--- src/rtl/rob_commit.sv ---
// Reorder buffer commit stage.
// Issue allocates entries in program order at the tail. Writeback results complete entries
// out of order. The head retires in order, at most one entry per cycle, through a registered
// register-file write port. Flush discards every in-flight entry.
//
// Ports:
//   clk_in, rst_in          clock (rising edge), synchronous active-high reset
//   flush                   discard all entries (highest priority after reset)
//   alloc_valid/rd/ready/tag  allocation handshake; alloc_tag is the current tail
//   wb_valid/tag/value      writeback (CDB) completion
//   query_tag/ready/value   operand lookup into the buffer
//   rf_we/index/value       registered register-file write port
//   empty                   no entries in flight
module rob_commit #(
  parameter int unsigned ROB_SIZE = 16,
  parameter int unsigned TAG_W    = 4,
  parameter int unsigned DATA_W   = 64
) (
  input  logic              clk_in,
  input  logic              rst_in,
  input  logic              flush,
  input  logic              alloc_valid,
  input  logic [4:0]        alloc_rd,
  output logic              alloc_ready,
  output logic [TAG_W-1:0]  alloc_tag,
  input  logic              wb_valid,
  input  logic [TAG_W-1:0]  wb_tag,
  input  logic [DATA_W-1:0] wb_value,
  input  logic [TAG_W-1:0]  query_tag,
  output logic              query_ready,
  output logic [DATA_W-1:0] query_value,
  output logic              rf_we,
  output logic [4:0]        rf_index,
  output logic [DATA_W-1:0] rf_value,
  output logic              empty
);

  localparam logic [TAG_W:0] CountFull = (TAG_W + 1)'(ROB_SIZE);

  logic [ROB_SIZE-1:0] busy_q, busy_d;
  logic [ROB_SIZE-1:0] done_q, done_d;
  logic [4:0]          rd_q    [ROB_SIZE];
  logic [DATA_W-1:0]   value_q [ROB_SIZE];

  logic [TAG_W-1:0]  head_q, head_d;
  logic [TAG_W-1:0]  tail_q, tail_d;
  logic [TAG_W:0]    count_q, count_d;
  logic              rf_we_q, rf_we_d;
  logic [4:0]        rf_index_q, rf_index_d;
  logic [DATA_W-1:0] rf_value_q, rf_value_d;

  logic do_alloc;
  logic do_commit;
  logic wb_hit;

  // Full blocks allocation even if the head commits this cycle.
  assign alloc_ready = (count_q != CountFull) && !flush;
  assign alloc_tag   = tail_q;
  assign empty       = (count_q == '0);

  // No bypass: a writeback becomes visible here the cycle after it lands.
  assign query_ready = busy_q[query_tag] && done_q[query_tag];
  assign query_value = busy_q[query_tag] ? value_q[query_tag] : '0;

  assign rf_we    = rf_we_q;
  assign rf_index = rf_index_q;
  assign rf_value = rf_value_q;

  assign do_alloc  = alloc_valid && alloc_ready;
  // Commit looks only at registered state, so a same-cycle writeback retires next cycle.
  assign do_commit = busy_q[head_q] && done_q[head_q];
  assign wb_hit    = wb_valid && busy_q[wb_tag];

  always_comb begin
    busy_d     = busy_q;
    done_d     = done_q;
    head_d     = head_q;
    tail_d     = tail_q;
    count_d    = count_q;
    rf_we_d    = 1'b0;
    rf_index_d = rf_index_q;
    rf_value_d = rf_value_q;

    if (flush) begin
      busy_d  = '0;
      done_d  = '0;
      head_d  = '0;
      tail_d  = '0;
      count_d = '0;
    end else begin
      if (wb_hit) begin
        done_d[wb_tag] = 1'b1;
      end
      // Commit after writeback so a retiring head is cleared even if written this cycle.
      if (do_commit) begin
        busy_d[head_q] = 1'b0;
        done_d[head_q] = 1'b0;
        head_d         = head_q + TAG_W'(1);
        rf_we_d        = (rd_q[head_q] != 5'd0);
        rf_index_d     = rd_q[head_q];
        rf_value_d     = value_q[head_q];
      end
      // Tail slot is never busy when allocation is allowed, so it cannot collide with the above.
      if (do_alloc) begin
        busy_d[tail_q] = 1'b1;
        done_d[tail_q] = 1'b0;
        tail_d         = tail_q + TAG_W'(1);
      end
      unique case ({do_alloc, do_commit})
        2'b10:   count_d = count_q + (TAG_W + 1)'(1);
        2'b01:   count_d = count_q - (TAG_W + 1)'(1);
        default: count_d = count_q;
      endcase
    end
  end

  always_ff @(posedge clk_in) begin
    if (rst_in) begin
      busy_q     <= '0;
      done_q     <= '0;
      head_q     <= '0;
      tail_q     <= '0;
      count_q    <= '0;
      rf_we_q    <= 1'b0;
      rf_index_q <= '0;
      rf_value_q <= '0;
    end else begin
      busy_q     <= busy_d;
      done_q     <= done_d;
      head_q     <= head_d;
      tail_q     <= tail_d;
      count_q    <= count_d;
      rf_we_q    <= rf_we_d;
      rf_index_q <= rf_index_d;
      rf_value_q <= rf_value_d;
    end
  end

  // Payload storage needs no reset; busy/done qualify every read.
  always_ff @(posedge clk_in) begin
    if (!rst_in && !flush) begin
      if (do_alloc) begin
        rd_q[tail_q] <= alloc_rd;
      end
      if (wb_hit) begin
        value_q[wb_tag] <= wb_value;
      end
    end
  end

endmodule
--- config.mk ---
export PLATFORM = sky130hd
export DESIGN_NAME = rob_commit
export DESIGN_NICKNAME = d
export VERILOG_FILES = /design/src/rtl/rob_commit.sv
export SDC_FILE = /design/constraint.sdc
export NUM_CORES = 1
export LEC_CHECK = 0
export CAP_MARGIN = 30
export CORE_MARGIN = 5
export CORE_UTILIZATION = 60
export DETAILED_ROUTE_END_ITERATION = 6
export PLACE_DENSITY = 0.79
export SYNTH_ARGS = -nofsm -noshare
export SYNTH_HDL_FRONTEND = slang
export SYNTH_SLANG_ARGS = --single-unit
--- constraint.sdc ---
create_clock -name clk_in -period 9.6 [get_ports clk_in]
set_input_delay 1.92 -clock clk_in [delete_from_list [all_inputs] [get_ports clk_in]]
set_output_delay 1.92 -clock clk_in [all_outputs]
set_load 0.05 [all_outputs]
==> summary.md <==
| Metric | Value |
|---|---|
| Initial drt markers | `between 4000 and 5000` |
| WL final | `140000 um` |
| Post-synth EDFFs | `around 1100` |
| Arr. time, crit path | `5.50 ns` |
| Period utilisation layout | `0.773` |
| CP delay by family, top | `buffers and inverters` |
| # H-tree levels | `4` |
| M2 GR Usage | `0.474` |
| Post-synth top flop | `edfxtp_1` |
| Bufs and invs on worst path | `3` |
| Clock Latency Late Sink | `approximately 0.73 ns` |
| Placer Congestion | `between 0.8 and 0.9` |
| # resized after CTS | `0` |
| Ys async rst share | `0` |
| Outcome | `complete, no violations` |
| Worst slack, placed | `approximately 2.1 ns` |
| Die Y | `roughly 310 um` |
| IO Pins | `approximately 220` |
| Critical path type | `primary input to output port` |
| Sequential area share after synthesis | `0.648` |
| Row cnt | `110` |
| Min Tclk post-route | `7.42 ns` |
| Clock root buffer | `clkbuf_16` |
| Placed cell areas | `around 58000 um2` |
| Global Route Usage Sum | `0.290` |
| Maximum capacitance violations | `0` |
| RSZ-0062 raised after global routing | `false` |
| #FFs+latches synth | `1223` |
| Pwr Total | `roughly 11 mW` |
| Vias in the first global route | `30820` |
| Core Area | `between 90000 and 100000 um2` |
| Slew @ Worst Pin | `roughly 1.2 ns` |
| Via count | `roughly 29000` |
| Hold buffer count at CTS | `0` |
| Final #Nets | `approximately 2900` |
| P_leak | `roughly 19 nW` |
| Die Wd | `~310 um` |
| PortBufs | `between 200 and 250` |
| Avg Cell Area, Syn | `roughly 21 um2` |
| Tightest Hold Check Type | `register to register` |
| Met3 GRT Util | `0.0681` |
| Final setup viols | `0` |
| PwrDens | `around 180 nW/um2` |
| Setup Skew | `0.0269 ns` |
| CTS clock-pin slew for the worst setup and hold paths | `~0.060 ns` |
| Commonest non-fill, non-tap cells in the layout | `1104 x edfxtp_1, 682 x mux4_2, 217 x clkdlybuf4s50_1, 136 x clkbuf_16, 117 x nor2_1` |
| Initial antenna violation count | `19` |
| Setup Fix Bufs, Post-CTS | `0` |
| Clock Sinks | `1223` |
| Vias per inst | `slightly above 7` |
| Final instance area | `roughly 63000 um2` |
| M1 GR Usage | `0.390` |
| Yosys cell types | `43` |
| Startpoint types | `primary input` |
| Pin count of the biggest net entering global routing | `roughly 160` |
| Routed length per instance | `~34 um` |
| FMAX | `roughly 0.13 GHz` |
| Most used routing layer | `met2` |
| Max Fanout on Critical Path | `about 110` |
| Sequence of cells on the critical path | `buf_8 > mux4_2 > mux2_2 > o21ai_4 > buf_4 > nor2b_1 > clkdlybuf4s50_1` |
| Slowest-stage cell, CP | `clkdlybuf4s50_1` |
| Overflow after GRT | `0` |
| CP Capture Type | `output port` |
| Slew margin rel. | `0.184` |
| Max Root-Sink Buffers | `3` |
| Cell Area, Synth | `54800 um2` |
| Fin Setup TNS | `0 ns` |
| YS warnings | `0` |
| Hold Vio Cnt, Final | `0` |
| Peak supply drop | `0.170 mV` |
| CTS Buf Count | `130` |
| Antenna Nets Post-Route | `0` |
| Global-route wire length before repair | `slightly above 200000 um` |
| Starting Density | `0.607` |
| Most common cell after layout, fill and taps aside | `edfxtp_1` |
| CTS tree | `yes` |
| DRT Pass-1 Iters | `5` |
| Synthesized Nets | `about 2600` |
| WP data required | `between 7 and 8 ns` |
| Total Die Area | `97500 um2` |
| Share of cells above drive strength 1 | `0.338` |
| Synthesized instance count | `2553` |
| Max stage delay on crit path | `around 0.73 ns` |
| Layout Utilization | `0.693` |
| Slew Limit Fails | `0` |
| DP Wirelength | `74300 um` |
| DRC violations left | `0` |
| Final Worst Setup Slack | `approximately 2.2 ns` |
| Layout area overhead | `14.2%` |
## through the flow
step	instances	hold slack (ns)
after floorplan	2553	0.464
after global placement	3815	0.476
after detailed placement	3820	0.483
after CTS	4056	0.499
after global routing	4064	0.525
final	4071	0.496
## Yosys cell counts, types with 7 or more instances
library cell | n | area, um2
clkbuf_1 | 80 | 300
buf_2 | 52 | 260
and2_1 | 9 | 56.3
nor2_1 | 130 | 488
a21oi_1 | 12 | 60.1
a31o_1 | 13 | 114
mux4_2 | 682 | 15400
mux2i_1 | 71 | 711
o22ai_1 | 16 | 100
edfxtp_1 | 1104 | 33200
buf_1 | 22 | 82.6
ha_1 | 11 | 138
inv_1 | 7 | 26.3
nand2_1 | 25 | 93.8
buf_6 | 34 | 383
a22oi_1 | 11 | 82.6
dfxtp_1 | 119 | 2380
nand3_1 | 18 | 90.1
nor2b_1 | 72 | 450
## worst paths after layout
kind,depth (start not counted),to,slack [ns],start
min reg2reg,2,rf_value[9]$_SDFFE_PP0P_,0.50,rf_value[9]$_SDFFE_PP0P_
max reg2reg,14,count_q[4]$_SDFFE_PP0P_,4.48,head_q[0]$_SDFFE_PP0N_
max,7,query_value[36],2.18,query_tag[1]
min,2,rf_value[9]$_SDFFE_PP0P_,0.50,rf_value[9]$_SDFFE_PP0P_
## where the power goes
part	total, mW	internal, mW	switching (mW)
logic	0.500	0.212	0.288
clock network	5.08	3.00	2.07
registers	5.80	5.80	0.00144
total	11.4	9.01	2.36
## worst reg2reg max path: stages, from the launching register on
cell      delay (ns)
dfxtp_4         0.90
buf_12          0.66
mux4_2          0.75
a22oi_1         0.28
nand2_1         0.16
and2_1          0.42
ha_1            0.43
xor2_1          0.18
ha_1            0.16
a21oi_1         0.07
o21bai_1        0.20
a22oi_1         0.11
o221a_2         0.29
or3_1           0.31
a21oi_1         0.14
## kinds of logic (layout without fill, tap and decap cells)
kind of cell | after synthesis | count (layout) | synth area share
buf+inv | 196 | 524 | 0.0193
simple gates | 294 | 294 | 0.0267
compound gates | 66 | 66 | 0.00833
fa+ha+maj | 11 | 11 | 0.00251
mux | 754 | 754 | 0.293
flops | 1223 | 1223 | 0.648
other cells | 0 | 14 | 0
xor+xnor | 9 | 9 | 0.00144
## layout make-up
type                       instances  area [um2]
sequential                      1223       35500
fill                            5347       27700
multi-input combinational       1134       18300
clock buffer                     171        3630
timing repair buffer             281        2830
tap                             1176        1470
clock inverter                    65         713
antenna                           14        35.0
inverter                           7        26.3
## registers in the layout, indices dropped and copies added, names as in the netlist, 5 cells and up, named ones only
register,count
value_q,1024
rd_q,80
rf_value,64
busy_q,16
done_q,16
count_q,5
rf_index,5
## routing by layer
metal	vias to the layer above	routed length (um)
met4	4	5100
li1	11512	-
met2	2020	70800
met5	-	25
met1	15595	49400
met3	345	15000
(Power assumes the default switching activity.)
